### config.mk
export PLATFORM = sky130hd
export DESIGN_NAME = helios_link_arbiter_flat
export DESIGN_NICKNAME = d
export VERILOG_FILES = /design/src/rtl/helios_link_pkg.sv /design/src/rtl/helios_link_arbiter_if.sv /design/src/rtl/helios_rr_pick.sv /design/src/rtl/helios_link_arbiter.sv /design/src/flat_wrapper.sv
export SDC_FILE = /design/constraint.sdc
export NUM_CORES = 1
export LEC_CHECK = 0
export ABC_CLOCK_PERIOD_IN_PS = 4000
export BUFFER_PORTS_ARGS = -buffer_cell sky130_fd_sc_hd__buf_4
export CAP_MARGIN = 10
export CORE_MARGIN = 1.5
export CORE_UTILIZATION = 35
export CTS_CLUSTER_DIAMETER = 120
export CTS_CLUSTER_SIZE = 20
export DETAILED_ROUTE_END_ITERATION = 7
export MAX_ROUTING_LAYER = met4
export PLACE_DENSITY = 0.67
export RECOVER_POWER = 50
export SLEW_MARGIN = 20
export SYNTH_ARGS = -nofsm -noshare
export SYNTH_HDL_FRONTEND = slang
export SYNTH_SLANG_ARGS = --single-unit
### constraint.sdc
create_clock -name clk -period 4 [get_ports clk]
set_input_delay 0.6 -clock clk [delete_from_list [all_inputs] [get_ports clk]]
set_output_delay 0.6 -clock clk [all_outputs]
set_load 0.01 [all_outputs]
### src/rtl/helios_link_pkg.sv
// Shared definitions for the helios link arbiter slice: arbiter state
// encoding, link width and the fixed source-ID assignments.
package helios_link_pkg;

   localparam int LINK_DATA_WIDTH = 64;

   localparam int SRC_LOCAL = 0;
   localparam int SRC_GRID1 = 1;
   localparam int SRC_GRID2 = 2;

   typedef enum logic {
      ARB_IDLE  = 1'b0,
      ARB_OWNED = 1'b1
   } arb_state_t;

   // Index following idx in a ring of n entries.
   function automatic int unsigned wrap_inc(input int unsigned idx, input int unsigned n);
      return (idx + 1 >= n) ? 0 : idx + 1;
   endfunction

endpackage

### src/rtl/helios_link_arbiter_if.sv
// Requester-side and link-side handshake bundle of the helios link arbiter.
// slave is the arbiter's view, master is the view of whoever drives the
// requesters and consumes the link.
interface helios_link_arbiter_if
   import helios_link_pkg::*;
#(
   parameter int NUM_REQ    = 3,
   parameter int DATA_WIDTH = LINK_DATA_WIDTH,
   parameter int SRC_WIDTH  = $clog2(NUM_REQ)
);
   logic [NUM_REQ*DATA_WIDTH-1:0] req_data;
   logic [NUM_REQ-1:0]            req_valid;
   logic [NUM_REQ-1:0]            req_ready;
   logic [DATA_WIDTH-1:0]         out_data;
   logic [SRC_WIDTH-1:0]          out_src;
   logic                          out_valid;
   logic                          out_ready;

   modport master (
      output req_data, req_valid, out_ready,
      input  req_ready, out_data, out_src, out_valid
   );

   modport slave (
      input  req_data, req_valid, out_ready,
      output req_ready, out_data, out_src, out_valid
   );
endinterface

### src/rtl/helios_rr_pick.sv
// Rotate-priority picker: one-hot grant of the first valid requester found
// scanning from start upwards, wrapping at NUM_REQ.
module helios_rr_pick #(
   parameter int NUM_REQ   = 3,
   parameter int SRC_WIDTH = $clog2(NUM_REQ)
) (
   input  logic [NUM_REQ-1:0]   valid,
   input  logic [SRC_WIDTH-1:0] start,
   output logic [NUM_REQ-1:0]   grant,
   output logic [SRC_WIDTH-1:0] idx,
   output logic                 found
);

   int unsigned          cand;
   logic [SRC_WIDTH-1:0] cand_idx;

   // scan start, start+1, ... and keep the first valid hit
   always_comb begin
      grant    = '0;
      idx      = '0;
      found    = 1'b0;
      cand     = 0;
      cand_idx = '0;
      for (int unsigned off = 0; off < NUM_REQ; off++) begin
         cand = 32'(start) + off;
         if (cand >= NUM_REQ) cand = cand - NUM_REQ;
         cand_idx = SRC_WIDTH'(cand);
         if (!found && valid[cand_idx]) begin
            found           = 1'b1;
            grant[cand_idx] = 1'b1;
            idx             = cand_idx;
         end
      end
   end

endmodule

### src/rtl/helios_link_arbiter.sv
// Round-robin, burst-limited arbiter sharing one outbound link among
// NUM_REQ valid/ready sources, with a single registered output stage.
// Optional statistics counters are built when HELIOS_ARB_STATS_EN is defined.
module helios_link_arbiter
   import helios_link_pkg::*;
#(
   parameter int NUM_REQ    = 3,
   parameter int DATA_WIDTH = LINK_DATA_WIDTH,
   parameter int BURST_MAX  = 4,
   parameter int SRC_WIDTH  = $clog2(NUM_REQ)
) (
   input  logic                   clk,
   input  logic                   reset_n,
   helios_link_arbiter_if.slave   link
`ifdef HELIOS_ARB_STATS_EN
   ,
   input  logic                   stats_clear,
   output logic [NUM_REQ*32-1:0]  grant_count,
   output logic [31:0]            stall_count
`endif
);

   localparam int CNT_W = $clog2(BURST_MAX + 1);

   arb_state_t           state_q, state_d;
   logic [SRC_WIDTH-1:0] owner_q, owner_d;
   logic [SRC_WIDTH-1:0] ptr_q, ptr_d;
   logic [CNT_W-1:0]     burst_q, burst_d;

   logic                 load_en;
   logic                 accept;
   logic                 keep;
   logic                 leaving;
   logic                 others_valid;
   logic [SRC_WIDTH-1:0] owner_inc;
   logic [SRC_WIDTH-1:0] pick_start;
   logic [NUM_REQ-1:0]   pick_grant;
   logic [SRC_WIDTH-1:0] pick_idx;
   logic                 pick_found;
   logic [NUM_REQ-1:0]   grant;
   logic [SRC_WIDTH-1:0] grant_idx;
   logic [DATA_WIDTH-1:0] req_word [NUM_REQ];

   helios_rr_pick #(
      .NUM_REQ   (NUM_REQ),
      .SRC_WIDTH (SRC_WIDTH)
   ) u_pick (
      .valid (link.req_valid),
      .start (pick_start),
      .grant (pick_grant),
      .idx   (pick_idx),
      .found (pick_found)
   );

   // decide whether the current owner keeps the link this cycle
   always_comb begin
      owner_inc    = SRC_WIDTH'(wrap_inc(32'(owner_q), NUM_REQ));
      others_valid = |(link.req_valid & ~(NUM_REQ'(1) << owner_q));
      keep         = (state_q == ARB_OWNED) && link.req_valid[owner_q] &&
                     ((burst_q < CNT_W'(BURST_MAX)) || !others_valid);
      leaving      = (state_q == ARB_OWNED) && !keep;
      // a leaving owner re-arbitrates from owner+1 in the same cycle (no bubble)
      pick_start   = leaving ? owner_inc : ptr_q;
   end

   // final grant, handshake and source-word selection
   always_comb begin
      grant     = pick_grant;
      grant_idx = pick_idx;
      if (keep) begin
         grant          = '0;
         grant[owner_q] = 1'b1;
         grant_idx      = owner_q;
      end
      load_en        = !link.out_valid || link.out_ready;
      accept         = load_en && (keep || pick_found);
      link.req_ready = grant & {NUM_REQ{load_en && reset_n}};
      for (int unsigned i = 0; i < NUM_REQ; i++) begin
         req_word[i] = link.req_data[i*DATA_WIDTH +: DATA_WIDTH];
      end
   end

   // next owner, pointer and burst count; frozen while the output is blocked
   always_comb begin
      state_d = state_q;
      owner_d = owner_q;
      ptr_d   = ptr_q;
      burst_d = burst_q;
      if (load_en) begin
         if (leaving) ptr_d = owner_inc;
         if (accept) begin
            state_d = ARB_OWNED;
            owner_d = grant_idx;
            if (keep) begin
               burst_d = (burst_q == CNT_W'(BURST_MAX)) ? burst_q : burst_q + 1'b1;
            end else begin
               burst_d = CNT_W'(1);
            end
         end else if (leaving) begin
            state_d = ARB_IDLE;
            burst_d = '0;
         end
      end
   end

   // arbiter state register
   always_ff @(posedge clk or negedge reset_n) begin
      if (!reset_n) begin
         state_q <= ARB_IDLE;
         owner_q <= '0;
         ptr_q   <= '0;
         burst_q <= '0;
      end else begin
         state_q <= state_d;
         owner_q <= owner_d;
         ptr_q   <= ptr_d;
         burst_q <= burst_d;
      end
   end

   // single-entry output stage; a new beat overwrites a draining one
   always_ff @(posedge clk or negedge reset_n) begin
      if (!reset_n) begin
         link.out_valid <= 1'b0;
         link.out_data  <= '0;
         link.out_src   <= '0;
      end else if (accept) begin
         link.out_valid <= 1'b1;
         link.out_data  <= req_word[grant_idx];
         link.out_src   <= grant_idx;
      end else if (link.out_ready) begin
         link.out_valid <= 1'b0;
      end
   end

`ifdef HELIOS_ARB_STATS_EN
   logic [31:0] gcnt_q [NUM_REQ];

   // saturating per-requester beat counters and output stall counter
   always_ff @(posedge clk or negedge reset_n) begin
      if (!reset_n) begin
         for (int unsigned i = 0; i < NUM_REQ; i++) gcnt_q[i] <= '0;
         stall_count <= '0;
      end else if (stats_clear) begin
         for (int unsigned i = 0; i < NUM_REQ; i++) gcnt_q[i] <= '0;
         stall_count <= '0;
      end else begin
         for (int unsigned i = 0; i < NUM_REQ; i++) begin
            if (accept && (grant_idx == SRC_WIDTH'(i)) && (gcnt_q[i] != '1))
               gcnt_q[i] <= gcnt_q[i] + 1'b1;
         end
         if (link.out_valid && !link.out_ready && (stall_count != '1))
            stall_count <= stall_count + 1'b1;
      end
   end

   // flatten the per-requester counters onto the output bus
   always_comb begin
      grant_count = '0;
      for (int unsigned i = 0; i < NUM_REQ; i++) grant_count[i*32 +: 32] = gcnt_q[i];
   end
`else
   // statistics counters are not built in this configuration
`endif

endmodule
### src/flat_wrapper.sv
// flat-port wrapper written by rule: the top's interface ports become plain ports
module helios_link_arbiter_flat import helios_link_pkg::*;
#(
   parameter int NUM_REQ    = 3,
   parameter int DATA_WIDTH = LINK_DATA_WIDTH,
   parameter int BURST_MAX  = 4,
   parameter int SRC_WIDTH  = $clog2(NUM_REQ)
)
  (clk, reset_n, link_req_data, link_req_valid, link_out_ready, link_req_ready, link_out_data, link_out_src, link_out_valid);
  helios_link_arbiter_if #(.NUM_REQ(NUM_REQ), .DATA_WIDTH(DATA_WIDTH), .SRC_WIDTH(SRC_WIDTH)) link_i ();
  input  logic clk;
  input  logic reset_n;
  input wire logic [$bits(link_i.req_data)-1:0] link_req_data;
  input wire logic [$bits(link_i.req_valid)-1:0] link_req_valid;
  input wire logic [$bits(link_i.out_ready)-1:0] link_out_ready;
  output wire logic [$bits(link_i.req_ready)-1:0] link_req_ready;
  output wire logic [$bits(link_i.out_data)-1:0] link_out_data;
  output wire logic [$bits(link_i.out_src)-1:0] link_out_src;
  output wire logic [$bits(link_i.out_valid)-1:0] link_out_valid;
  assign link_i.req_data = link_req_data;
  assign link_i.req_valid = link_req_valid;
  assign link_i.out_ready = link_out_ready;
  assign link_req_ready = link_i.req_ready;
  assign link_out_data = link_i.out_data;
  assign link_out_src = link_i.out_src;
  assign link_out_valid = link_i.out_valid;
  helios_link_arbiter #(.NUM_REQ(NUM_REQ), .DATA_WIDTH(DATA_WIDTH), .BURST_MAX(BURST_MAX), .SRC_WIDTH(SRC_WIDTH)) u_core (.clk(clk), .reset_n(reset_n), .link(link_i));
endmodule
==> impl_metrics.csv <==
group,metric,value,unit
clocking,clk_path_buf_depth,2,
layout,fin_nets,939,
global_routing,grt_pass1_wl,23.6,mm
critical_path,end_kind,"output port",
critical_path,critPathKind,"flip-flop to output port",
critical_path,crit_fanout,7,
die,die_area,14900,sq um
critical_path,endpoint,"link_req_ready[0]",
sta,slew_violations,35,
power,p_comb_frac,0.662,
synth,syn-num-nets,689,
power,netSwitchingPower,2.95,mW
detailed_routing,routedWlPerCell,16.8,microns
sta,fin_crit,3.92,ns
global_routing,antenna_found_initial,0,
sta,tightest_slew,1.90,ns
placement,placedCellCount,903,
synth,synthTopCellsByArea,"dfrtp_1 37%, o211ai_2 15%, mux2i_1 14%, nand3_1 6.8%, nand2_1 5.8%",
clocking,clockRootBuffer,"clkbuf_16",
power,power.density,899,nW/um^2
sta,hold_ws,0.249,ns
detailed_routing,drtAntennaViolNets,0,
layout,final_cell_count_no_fill,920,
sta,worst_slack,0.0829,ns
die,core_area,13800,sq um
outcome,outcome,"complete, but fails checks",
die,rows,43,
detailed_routing,m1WireLength,6.13,mm
detailed_routing,via_per_inst,5.24,
layout,syn_to_final_growth,46.2,%
synth,synth_top_cell_by_area,"dfrtp_1",
critical_path,crit_start,"u_core.owner_q[1]",
layout,multiInputGateArea,2770,sq um
sta,hold_viol,0,
layout,drive_gt1_frac,0.472,
detailed_routing,detailedRoute.firstIterationViolations,206,
die,dieWidth,122,microns
synth,synth_common_cells,"76 x nand2_1, 73 x dfrtp_1, 69 x mux2i_1",
critical_path,ff2ff_path_depth,15,
power,cellInternalPower,3.56,mW
critical_path,crit_chain,"buf_4 -> nand3b_1 -> a21oi_1 -> a311oi_2 -> mux2_2 -> ha_4 -> mux2i_1 -> and3_1 -> a31oi_1 -> o22ai_2 -> a222oi_1 -> a211oi_1 -> buf_4",
critical_path,arrival,3.32,ns
die,num_io_pins,268,
critical_path,slowest_stage,"mux2_2",
critical_path,r2r-start,"u_core.owner_q[1]",
detailed_routing,drt_wl_total,15.5,mm
sta,skew,0.00606,ns
synth,synth_top_area_frac,0.369,
synth,syn_inst,485,
placement,globalplace.congestion,0.832,
layout,fin_util,0.524,
synth,ys_warn_count,0,
placement,dp_hpwl,11.6,mm
global_routing,globalRoute.totalOverflow,0,
layout,fill_cells,1284,
synth,synth_most_common_cell,"nand2_1",
layout,seqCellArea,1830,sq um
clocking,clkSlewWorstSetupHoldPaths,0.06,ns
critical_path,critPathLaunchType,"flip-flop",
global_routing,first_global_vias,4766,
detailed_routing,wl_met2,7.90,mm
layout,diodes,0,
clocking,clk_latency,0.33,ns
sta,slew_headroom,-0.266,
synth,synth_seq_cells,73,
die,die_y,122,microns
detailed_routing,drc_errors,0,
critical_path,slowest_delay,0.41,ns
critical_path,r2r_setup_slack,0.51,ns
min_path,hold_path.class,"input port to async pin",
detailed_routing,top_layer,"met4",
global_routing,grt_use_total,0.207,
synth,postSynth.asyncResetShare,1.00,
sta,fmax,255,MHz
synth,synth_edf_count,0,
synth,synth_area,4950,sq um
detailed_routing,dr_total_vias,4820,
clocking,cts_tree,"done",
synth,yosys_most_used_dff,"dfrtp_1",
outcome,violations,"max-capacitance violations, max-slew violations",
power,ir_drop,0.518,mV
placement,place_ws,-0.00117,ns
synth,syn_area_per_cell,10.2,sq um
die,start_util,0.358,
synth,netlist-cell-type-count,47,
synth,ys_seq_area_frac,0.369,
critical_path,cpMostUsedCell,"buf_4",
power,clkPwrFrac,0.130,
clocking,cts_hold_buf,0,
placement,io_buffer_count,267,
critical_path,required,3.40,ns
clocking,cts_buffers,9,
clocking,cts.sinks,73,
power,sw_frac_of_total,0.454,
global_routing,grt_max_degree,43,
detailed_routing,first_pass_iters,4,
sta,fin_crit_sh,0.979,
sta,timing.setup.tns,0,ns
power,leakage,3.63,nW
power,p_seq_frac,0.208,
sta,setup_viol,0,
detailed_routing,wl_met3,1.13,mm
clocking,ctsHtreeMaxLevel,3,
critical_path,timing.rr.end,"u_core.link.out_data[50]",
job,maxCapViolations,1,
## power groups by stage
stage,clock (mW),sequential (mW),combinational [mW]
after floorplan,0,1.48,3.06
after global placement,0,1.35,4.26
after detailed placement,0,1.36,4.40
after CTS,0.870,1.36,4.41
after global routing,0.905,1.40,4.67
final,0.848,1.35,4.31
## how the worst min path moves through the flow
stage,from,endpoint,depth (start not counted)
after floorplan,reset_n,u_core.burst_q[0],0
after global placement,u_core.link.out_data[9],u_core.link.out_data[9],2
after detailed placement,u_core.link.out_data[57],u_core.link.out_data[57],2
after CTS,reset_n,u_core.link.out_data[6],1
after global routing,reset_n,u_core.link.out_data[6],1
final,reset_n,u_core.link.out_data[6],1
## final cells by class
type	count	share of cell area
Clock buffer	10	0.0316
Clock inverter	6	0.0114
Sequential cell	73	0.252
Timing Repair Buffer	286	0.287
Multi-Input combinational cell	356	0.382
Inverter	9	0.00466
Tap cell	180	0.0311
## placed cells by master, fill, tap and decap left out, types with 3 or more instances in the layout
cell and instances:
inv_1 9, and3_1 4, o211ai_2 60, buf_4 246
o21ai_0 9, a31oi_1 3, mux2i_1 67, a21oi_1 9
clkbuf_1 36, nor2_1 11, nand3_1 67, clkbuf_16 9
mux2_2 4, ha_1 4, dfrtp_1 72, o211ai_1 5
buf_12 5, clkinv_2 3, nand2_1 76
## metal layers
| metal | vias up | global-route usage |
|---|---|---|
| met5 | - | - |
| met4 | 0 | 0.0684 |
| met3 | 28 | 0.0398 |
| met2 | 210 | 0.365 |
| met1 | 2309 | 0.235 |
| li1 | 2273 | - |
## cell families after synthesis
family                   after synthesis  share of synthesized area
multiplexers                          74                      0.152
flip-flops                            73                      0.369
AO/OA/AOI/OAI                        105                      0.219
buffers and inverters                 56                     0.0854
adder cells (fa/ha/maj)                6                     0.0152
AND/OR/NAND/NOR                      171                      0.160
## worst max-delay path: cells and delay by family (launching register included)
| kind | cells | cell delay, ns |
|---|---|---|
| AOI/OAI and AO/OA | 6 | 1.22 |
| muxes | 2 | 0.53 |
| DFF | 1 | 0.39 |
| buffers and inverters | 2 | 0.35 |
| and+or+nand+nor | 2 | 0.31 |
| adders and majority gates | 1 | 0.18 |
## through the flow
step | cell area (sq um) | power (mW)
2_1_floorplan | 4950 | 4.54
3_3_place_gp | 7010 | 5.61
3_5_place_dp | 7010 | 5.76
4_1_cts | 7340 | 6.64
5_1_grt | 7240 | 6.97
6_report | 7240 | 6.52
## what timing repair did
action | CTS | global route
endpoints found under the hold margin | 0 | 0
buffers inserted | 0 | 1
pin swaps | 0 | 1
resized for setup | 5 | 4
endpoints found under the setup margin | 2 | 3
## registers in the layout (all words and copies together) (netlist names)
signal,count
u_core.link.out_data,64
u_core.burst_q,3
u_core.ptr_q,2
u_core.link.out_src,1
u_core.link.out_valid,1
u_core.owner_q,1
u_core.state_q,1
Power figures use the tool's default switching activity.
